### config.mk
export PLATFORM = sky130hd
export DESIGN_NAME = sbus_rd_master
export DESIGN_NICKNAME = d
export VERILOG_FILES = /design/src/rtl/sbus_pkg.sv /design/src/rtl/sbus_rd_master.sv
export SDC_FILE = /design/constraint.sdc
export NUM_CORES = 1
export LEC_CHECK = 0
export ABC_AREA = 1
export CAP_MARGIN = 20
export CORE_MARGIN = 2
export CORE_UTILIZATION = 40
export DETAILED_ROUTE_END_ITERATION = 8
export HOLD_SLACK_MARGIN = 0.08
export PLACE_DENSITY = 0.78
export SYNTH_ARGS = -nofsm -noshare
export SYNTH_HDL_FRONTEND = slang
export SYNTH_SLANG_ARGS = --single-unit
### constraint.sdc
create_clock -name clk -period 3.1 [get_ports clk]
set_clock_uncertainty 0.2 [all_clocks]
set_input_delay 0.465 -clock clk [delete_from_list [all_inputs] [get_ports clk]]
set_output_delay 0.465 -clock clk [all_outputs]
set_load 0.02 [all_outputs]
### src/rtl/sbus_pkg.sv
// sbus_pkg: shared SBUS memory-phase types plus the data parity helper.
// Imported by sbus_rd_master.
package sbus_pkg;

  typedef logic [14:35] tSbusAdr;
  typedef logic [0:3]   tWordMask;
  typedef logic [0:35]  tWord;

  typedef enum logic [1:0] {
    IDLE = 2'd0,
    STRT = 2'd1,
    XFER = 2'd2,
    FIN  = 2'd3
  } tRdState;

  // DATA_PAR is good when it equals the XOR of all 36 data bits.
  function automatic logic word_parity(input tWord w);
    return ^w;
  endfunction

endpackage

### src/rtl/sbus_rd_master.sv
// sbus_rd_master: SBUS read-side master for one memory phase (A or B).
// Optional data parity checking is built when SBUS_PARITY_CHK_EN is defined.
module sbus_rd_master
  import sbus_pkg::*;
#(
  parameter int ACK_TIMEOUT = 64
) (
  input  logic         clk,
  input  logic         CROBAR,
  input  logic         req_valid,
  output logic         req_ready,
  input  logic [14:35] req_adr,
  input  logic [0:3]   req_rq,
  output logic         START,
  output logic [14:35] ADR,
  output logic [0:3]   RQ,
  input  logic         ACKN,
  input  logic         DATA_VALID,
  input  logic [0:35]  D,
  input  logic         DATA_PAR,
  output logic         rd_valid,
  output logic [0:35]  rd_data,
  output logic [34:35] rd_wo,
  output logic         done,
  output logic         nxm,
  output logic         par_err
);

  localparam int TMO_W = $clog2(ACK_TIMEOUT) + 1;
  localparam logic [TMO_W-1:0] TMO_LAST = TMO_W'(ACK_TIMEOUT - 1);
  localparam logic [TMO_W-1:0] TMO_ZERO = {TMO_W{1'b0}};
  localparam logic [TMO_W-1:0] TMO_ONE  = TMO_W'(1);

  tRdState          state_r, state_s;
  tSbusAdr          adr_r, adr_s;
  tWordMask         rq_r, rq_s;
  tWordMask         pend_r, pend_s;
  logic [1:0]       wo_r, wo_s;
  logic [TMO_W-1:0] tmo_r, tmo_s;
  logic             par_sticky_r, par_sticky_s;
  logic             ready_r, ready_s;
  logic             start_r, start_s;
  logic             rd_valid_r, rd_valid_s;
  tWord             rd_data_r, rd_data_s;
  logic [1:0]       rd_wo_r, rd_wo_s;
  logic             done_r, done_s;
  logic             nxm_r, nxm_s;
  logic             par_err_r, par_err_s;
  logic             abort_s;
  logic             bad_par_s;

`ifdef SBUS_PARITY_CHK_EN
  assign bad_par_s = (DATA_PAR != word_parity(D));
`else
  logic unused_par_s;
  assign unused_par_s = DATA_PAR;
  assign bad_par_s    = 1'b0;
`endif

  // Next-state and next-output decode for the read transfer.
  always_comb begin
    state_s      = state_r;
    adr_s        = adr_r;
    rq_s         = rq_r;
    pend_s       = pend_r;
    wo_s         = wo_r;
    tmo_s        = tmo_r;
    par_sticky_s = par_sticky_r;
    start_s      = 1'b0;
    rd_valid_s   = 1'b0;
    rd_data_s    = rd_data_r;
    rd_wo_s      = rd_wo_r;
    done_s       = 1'b0;
    nxm_s        = 1'b0;
    par_err_s    = 1'b0;
    abort_s      = 1'b0;

    case (state_r)
      IDLE: begin
        if (req_valid) begin
          adr_s        = req_adr;
          rq_s         = req_rq;
          wo_s         = req_adr[34:35];
          pend_s       = req_rq;
          tmo_s        = TMO_ZERO;
          par_sticky_s = 1'b0;
          if (req_rq == 4'b0000) begin
            state_s = FIN;
            done_s  = 1'b1;
          end else begin
            state_s = STRT;
            start_s = 1'b1;
          end
        end else begin
          state_s = IDLE;
        end
      end

      // The START clock counts as the first clock waited for ACKN.
      STRT: begin
        tmo_s   = tmo_r + TMO_ONE;
        state_s = XFER;
      end

      XFER: begin
        if (pend_r[0] && DATA_VALID) begin
          rd_valid_s   = 1'b1;
          rd_data_s    = D;
          rd_wo_s      = wo_r;
          par_sticky_s = par_sticky_r | bad_par_s;
        end else begin
          rd_valid_s   = 1'b0;
        end

        // Unrequested slots advance like acknowledged ones so wo tracks memory.
        if (!pend_r[0] || ACKN) begin
          pend_s = {pend_r[1:3], 1'b0};
          wo_s   = wo_r + 2'd1;
          if (pend_r[0]) begin
            tmo_s = TMO_ZERO;
          end else begin
            tmo_s = tmo_r;
          end
        end else if (tmo_r == TMO_LAST) begin
          pend_s  = 4'b0000;
          abort_s = 1'b1;
        end else begin
          tmo_s = tmo_r + TMO_ONE;
        end

        if (pend_s == 4'b0000) begin
          state_s   = FIN;
          done_s    = 1'b1;
          nxm_s     = abort_s;
          par_err_s = par_sticky_s;
        end else begin
          state_s = XFER;
        end
      end

      FIN: begin
        state_s      = IDLE;
        tmo_s        = TMO_ZERO;
        par_sticky_s = 1'b0;
      end

      default: begin
        state_s = IDLE;
      end
    endcase

    ready_s = (state_s == IDLE);
  end

  // State and registered outputs; CROBAR clears everything immediately.
  always_ff @(posedge clk or posedge CROBAR) begin
    if (CROBAR) begin
      state_r      <= IDLE;
      adr_r        <= 22'd0;
      rq_r         <= 4'b0000;
      pend_r       <= 4'b0000;
      wo_r         <= 2'd0;
      tmo_r        <= TMO_ZERO;
      par_sticky_r <= 1'b0;
      ready_r      <= 1'b1;
      start_r      <= 1'b0;
      rd_valid_r   <= 1'b0;
      rd_data_r    <= 36'd0;
      rd_wo_r      <= 2'd0;
      done_r       <= 1'b0;
      nxm_r        <= 1'b0;
      par_err_r    <= 1'b0;
    end else begin
      state_r      <= state_s;
      adr_r        <= adr_s;
      rq_r         <= rq_s;
      pend_r       <= pend_s;
      wo_r         <= wo_s;
      tmo_r        <= tmo_s;
      par_sticky_r <= par_sticky_s;
      ready_r      <= ready_s;
      start_r      <= start_s;
      rd_valid_r   <= rd_valid_s;
      rd_data_r    <= rd_data_s;
      rd_wo_r      <= rd_wo_s;
      done_r       <= done_s;
      nxm_r        <= nxm_s;
      par_err_r    <= par_err_s;
    end
  end

  assign req_ready = ready_r;
  assign START     = start_r;
  assign ADR       = adr_r;
  assign RQ        = rq_r;
  assign rd_valid  = rd_valid_r;
  assign rd_data   = rd_data_r;
  assign rd_wo     = rd_wo_r;
  assign done      = done_r;
  assign nxm       = nxm_r;
  assign par_err   = par_err_r;

endmodule

==> qor.log <==
qor: cts.count_of_instances_resized_after_the_clock_tree_is_built 0
qor: floorplan.num_rows 34
qor: worst_setup_path.worst_r2r_startpoint state_r[0]
qor: global_route.global_route.overflow_total 0
qor: synth.ys_dominant_reg_cell sky130_fd_sc_hd__dfrtp_1
qor: worst_setup_path.timing.reg2reg.setup_slack 0.82 ns
qor: sta.setup-tns-final 0 ns
qor: routing.dr.pass1.iters 5
qor: floorplan.floorplan.die.width 97.54 µm
qor: routing.total_detailed_routing_wirelength 8509 µm
qor: placement.dp_cells 648
qor: layout.stdcell_count 663
qor: cts.clkSinkCount 84
qor: sta.grt_setup_unrepaired false
qor: pwr.vdd_ir_drop_max 0.4664 mV
qor: worst_setup_path.worst_setup_path_startpoint state_r[0]
qor: cts.post_cts_buffers 0
qor: cts.cts_tree yes
qor: synth.synth_top_cell_by_area sky130_fd_sc_hd__dfrtp_1
qor: worst_setup_path.critPathCaptureType flip-flop
qor: run.max_cap_viol_count 0
qor: global_route.grt_first_pass_wirelength 14230 µm
qor: cts.max-clock-path-buffers 2
qor: synth.synth_seq_cells 84
qor: layout.post_route_cells_drive_above_1_share 0.06126
qor: cts.htreeDepth 3
qor: min_path.min_path_type flip-flop to flip-flop
qor: outcome.outcome completed
qor: layout.final.fill_count 758
qor: layout.flow.area_growth_from_synthesis 47.66%
qor: pwr.total_leakage_power 0.002556 µW
qor: sta.fmax 438.6 MHz
qor: placement.place_congestion 0.8486
qor: cts.cts_made_buffers 9
qor: placement.placement.io_buffers 135
qor: worst_setup_path.criticalPathCategory flip-flop to flip-flop
qor: synth.synth_enable_flop_cells 0
qor: synth.synth.yosys.seq_area_share 0.6010
qor: pwr.power_density 929.7 mW/mm²
qor: synth.synth_most_common_cell sky130_fd_sc_hd__nand2_1
qor: synth.async_flop_share 1.000
qor: layout.core_occupancy_in_the_finished_layout 0.6013
qor: floorplan.fp.dieArea 0.009513 mm²
qor: synth.yosysWarnings 0
qor: routing.routed_wire_length_per_instance 12.83 µm
qor: floorplan.die_h 97.54 µm
qor: routing.drt_iter0_markers 129
qor: synth.synth_top_area_share 0.5935
qor: global_route.grt_start_max_net_pins 40
qor: routing.per_cell_via_count_in_the_routed_design 4.581
qor: floorplan.core_region_area 0.008593 mm²
qor: synth.synth_nets 485
qor: sta.final-max-slew-violation-count 0
qor: synth.post_synth.cell_area_avg 8.474 µm²
qor: synth.synth.area.top_cells sky130_fd_sc_hd__dfrtp_1 (59%), sky130_fd_sc_hd__nand2_1 (24%), sky130_fd_sc_hd__inv_1 (2.0%)
qor: routing.route.antenna.remaining_nets 0
qor: layout.number_of_diodes 0
qor: placement.placed_wire_length_estimate 6093 µm
qor: floorplan.initial_utilization 0.4073
qor: worst_setup_path.crit_path_start_kind flip-flop
qor: min_path.hold_start ADR[23]
qor: synth.netlist_area 0.003500 mm²
qor: cts.cts.hold.buffers_added 0
qor: sta.final.min_clock_period 2.280 ns
qor: worst_setup_path.crit_required 3.13 ns
qor: synth.synth_cell_type_count 31
qor: sta.post-route-worst-setup-slack 0.8198 ns
qor: routing.drcViolationCount 0
qor: sta.final_min_period_over_clock_period 0.7356
qor: cts.worst_skew_pair.late_latency 0.34 ns
qor: placement.dp_slack 0.8398 ns
qor: layout.finalNetCount 623
qor: sta.hold_viol 0
qor: global_route.grt_usage 0.1827
qor: synth.synth.cells.most_frequent sky130_fd_sc_hd__nand2_1 (225), sky130_fd_sc_hd__dfrtp_1 (83), sky130_fd_sc_hd__inv_1 (19)
qor: routing.via_count 3037
qor: global_route.initial_antenna_violation_count 0
qor: global_route.vias_in_the_first_global_route 3114
qor: cts.clock_slew_seen_by_the_registers_of_the_worst_setup_and_hold_paths 0.09 ns
qor: sta.finalSetupViolCount 0
qor: synth.postSynthCellCount 413
qor: worst_setup_path.critical_path.max_fanout 13
qor: sta.transition_time_of_the_tightest_slew_check_pin 0.6343 ns
qor: cts.cts.root.buffer_cell sky130_fd_sc_hd__clkbuf_8
qor: worst_setup_path.cp.arrival 2.31 ns
qor: floorplan.count_of_pins_on_the_block_boundary 138
qor: sta.maxSlewHeadroom 0.5767
## critical path, cell delays in order, from the launching register on
cell and delay (ns):
sky130_fd_sc_hd__dfrtp_1 0.39, sky130_fd_sc_hd__inv_1 0.09, sky130_fd_sc_hd__ha_1 0.46, sky130_fd_sc_hd__inv_2 0.17, sky130_fd_sc_hd__o21ai_2 0.31, sky130_fd_sc_hd__inv_2 0.09
sky130_fd_sc_hd__a21oi_2 0.17, sky130_fd_sc_hd__o21ai_1 0.12, sky130_fd_sc_hd__a21oi_1 0.13, sky130_fd_sc_hd__nor2_1 0.05
## layer usage
metal / up-vias / wire, µm / GRT usage
met5: - / 0 / 0
met4: 0 / 124 / 0.05556
met3: 10 / 530 / 0.06043
met2: 88 / 4126 / 0.3003
met1: 1396 / 3728 / 0.2302
li1: 1543 / - / -
## path summary, 6_finish.rpt
check / endpoint / depth (start not counted)
max: wo_r[0] / 9
max reg2reg: wo_r[0] / 9
min reg2reg: ADR[23] / 2
min: ADR[23] / 2
max in group asynchronous: rd_wo[34] / 3
min in group asynchronous: ADR[26] / 2
## kinds of logic after synthesis
group,count (synthesis),share of synthesized area
and+or+nand+nor,255,0.2828
DFF,84,0.6010
buffers and inverters,38,0.04505
AOI/OAI and AO/OA,29,0.05077
adders and majority gates,4,0.01430
xor gates and xnor gates,2,0.005006
other,1,0.001072
## registers in the layout, indices dropped and copies added (netlist names), 2 cells and up
register,flops
rd_data,36
rd_wo,2
RQ,4
wo_r,2
tmo_r,7
state_r,2
ADR,22
pend_r,4
## cell usage in the layout (no fill, tap or decap), types with 2 or more instances in the layout
| cell | count |
|---|---|
| sky130_fd_sc_hd__a21oi_1 | 6 |
| sky130_fd_sc_hd__a21oi_2 | 2 |
| sky130_fd_sc_hd__buf_4 | 7 |
| sky130_fd_sc_hd__clkbuf_8 | 10 |
| sky130_fd_sc_hd__clkdlybuf4s50_1 | 135 |
| sky130_fd_sc_hd__clkinvlp_4 | 3 |
| sky130_fd_sc_hd__dfrtp_1 | 83 |
| sky130_fd_sc_hd__ha_1 | 4 |
| sky130_fd_sc_hd__inv_1 | 18 |
| sky130_fd_sc_hd__inv_2 | 3 |
| sky130_fd_sc_hd__nand2_1 | 225 |
| sky130_fd_sc_hd__nand2_2 | 2 |
| sky130_fd_sc_hd__nand3_1 | 11 |
| sky130_fd_sc_hd__nor2_1 | 13 |
| sky130_fd_sc_hd__o21ai_0 | 12 |
| sky130_fd_sc_hd__o21ai_1 | 2 |
| sky130_fd_sc_hd__o22ai_1 | 2 |
## stage by stage
| step | area [µm²] | hold slack [ns] | total power [µW] |
|---|---|---|---|
| 4_1_cts | 5167 | 0.2857 | 4850 |
| 3_3_place_gp | 4969 | 0.2601 | 3990 |
| 6_report | 5167 | 0.2813 | 4804 |
| 3_5_place_dp | 4969 | 0.2640 | 4041 |
| 5_1_grt | 5167 | 0.2966 | 5103 |
| 2_1_floorplan | 3500 | 0.2651 | 2951 |
## cell type report
| type | count | area [µm²] | share of cell area |
|---|---|---|---|
| Timing Repair Buffer | 142 | 1404 | 0.2717 |
| Multi-Input combinational cell | 291 | 1239 | 0.2397 |
| Clock inverter | 5 | 61.31 | 0.01186 |
| Tap cell | 108 | 135.1 | 0.02615 |
| Clock buffer | 10 | 137.6 | 0.02663 |
| Sequential cell | 84 | 2103 | 0.4070 |
| Inverter | 23 | 87.58 | 0.01695 |
## power breakdown
part / total (µW) / switching, µW / internal, µW
sequential: 1800 / 249 / 1550
combinational: 2220 / 1210 / 1010
clock: 786 / 394 / 393
total: 4800 / 1850 / 2950
(Power assumes the default switching activity.)
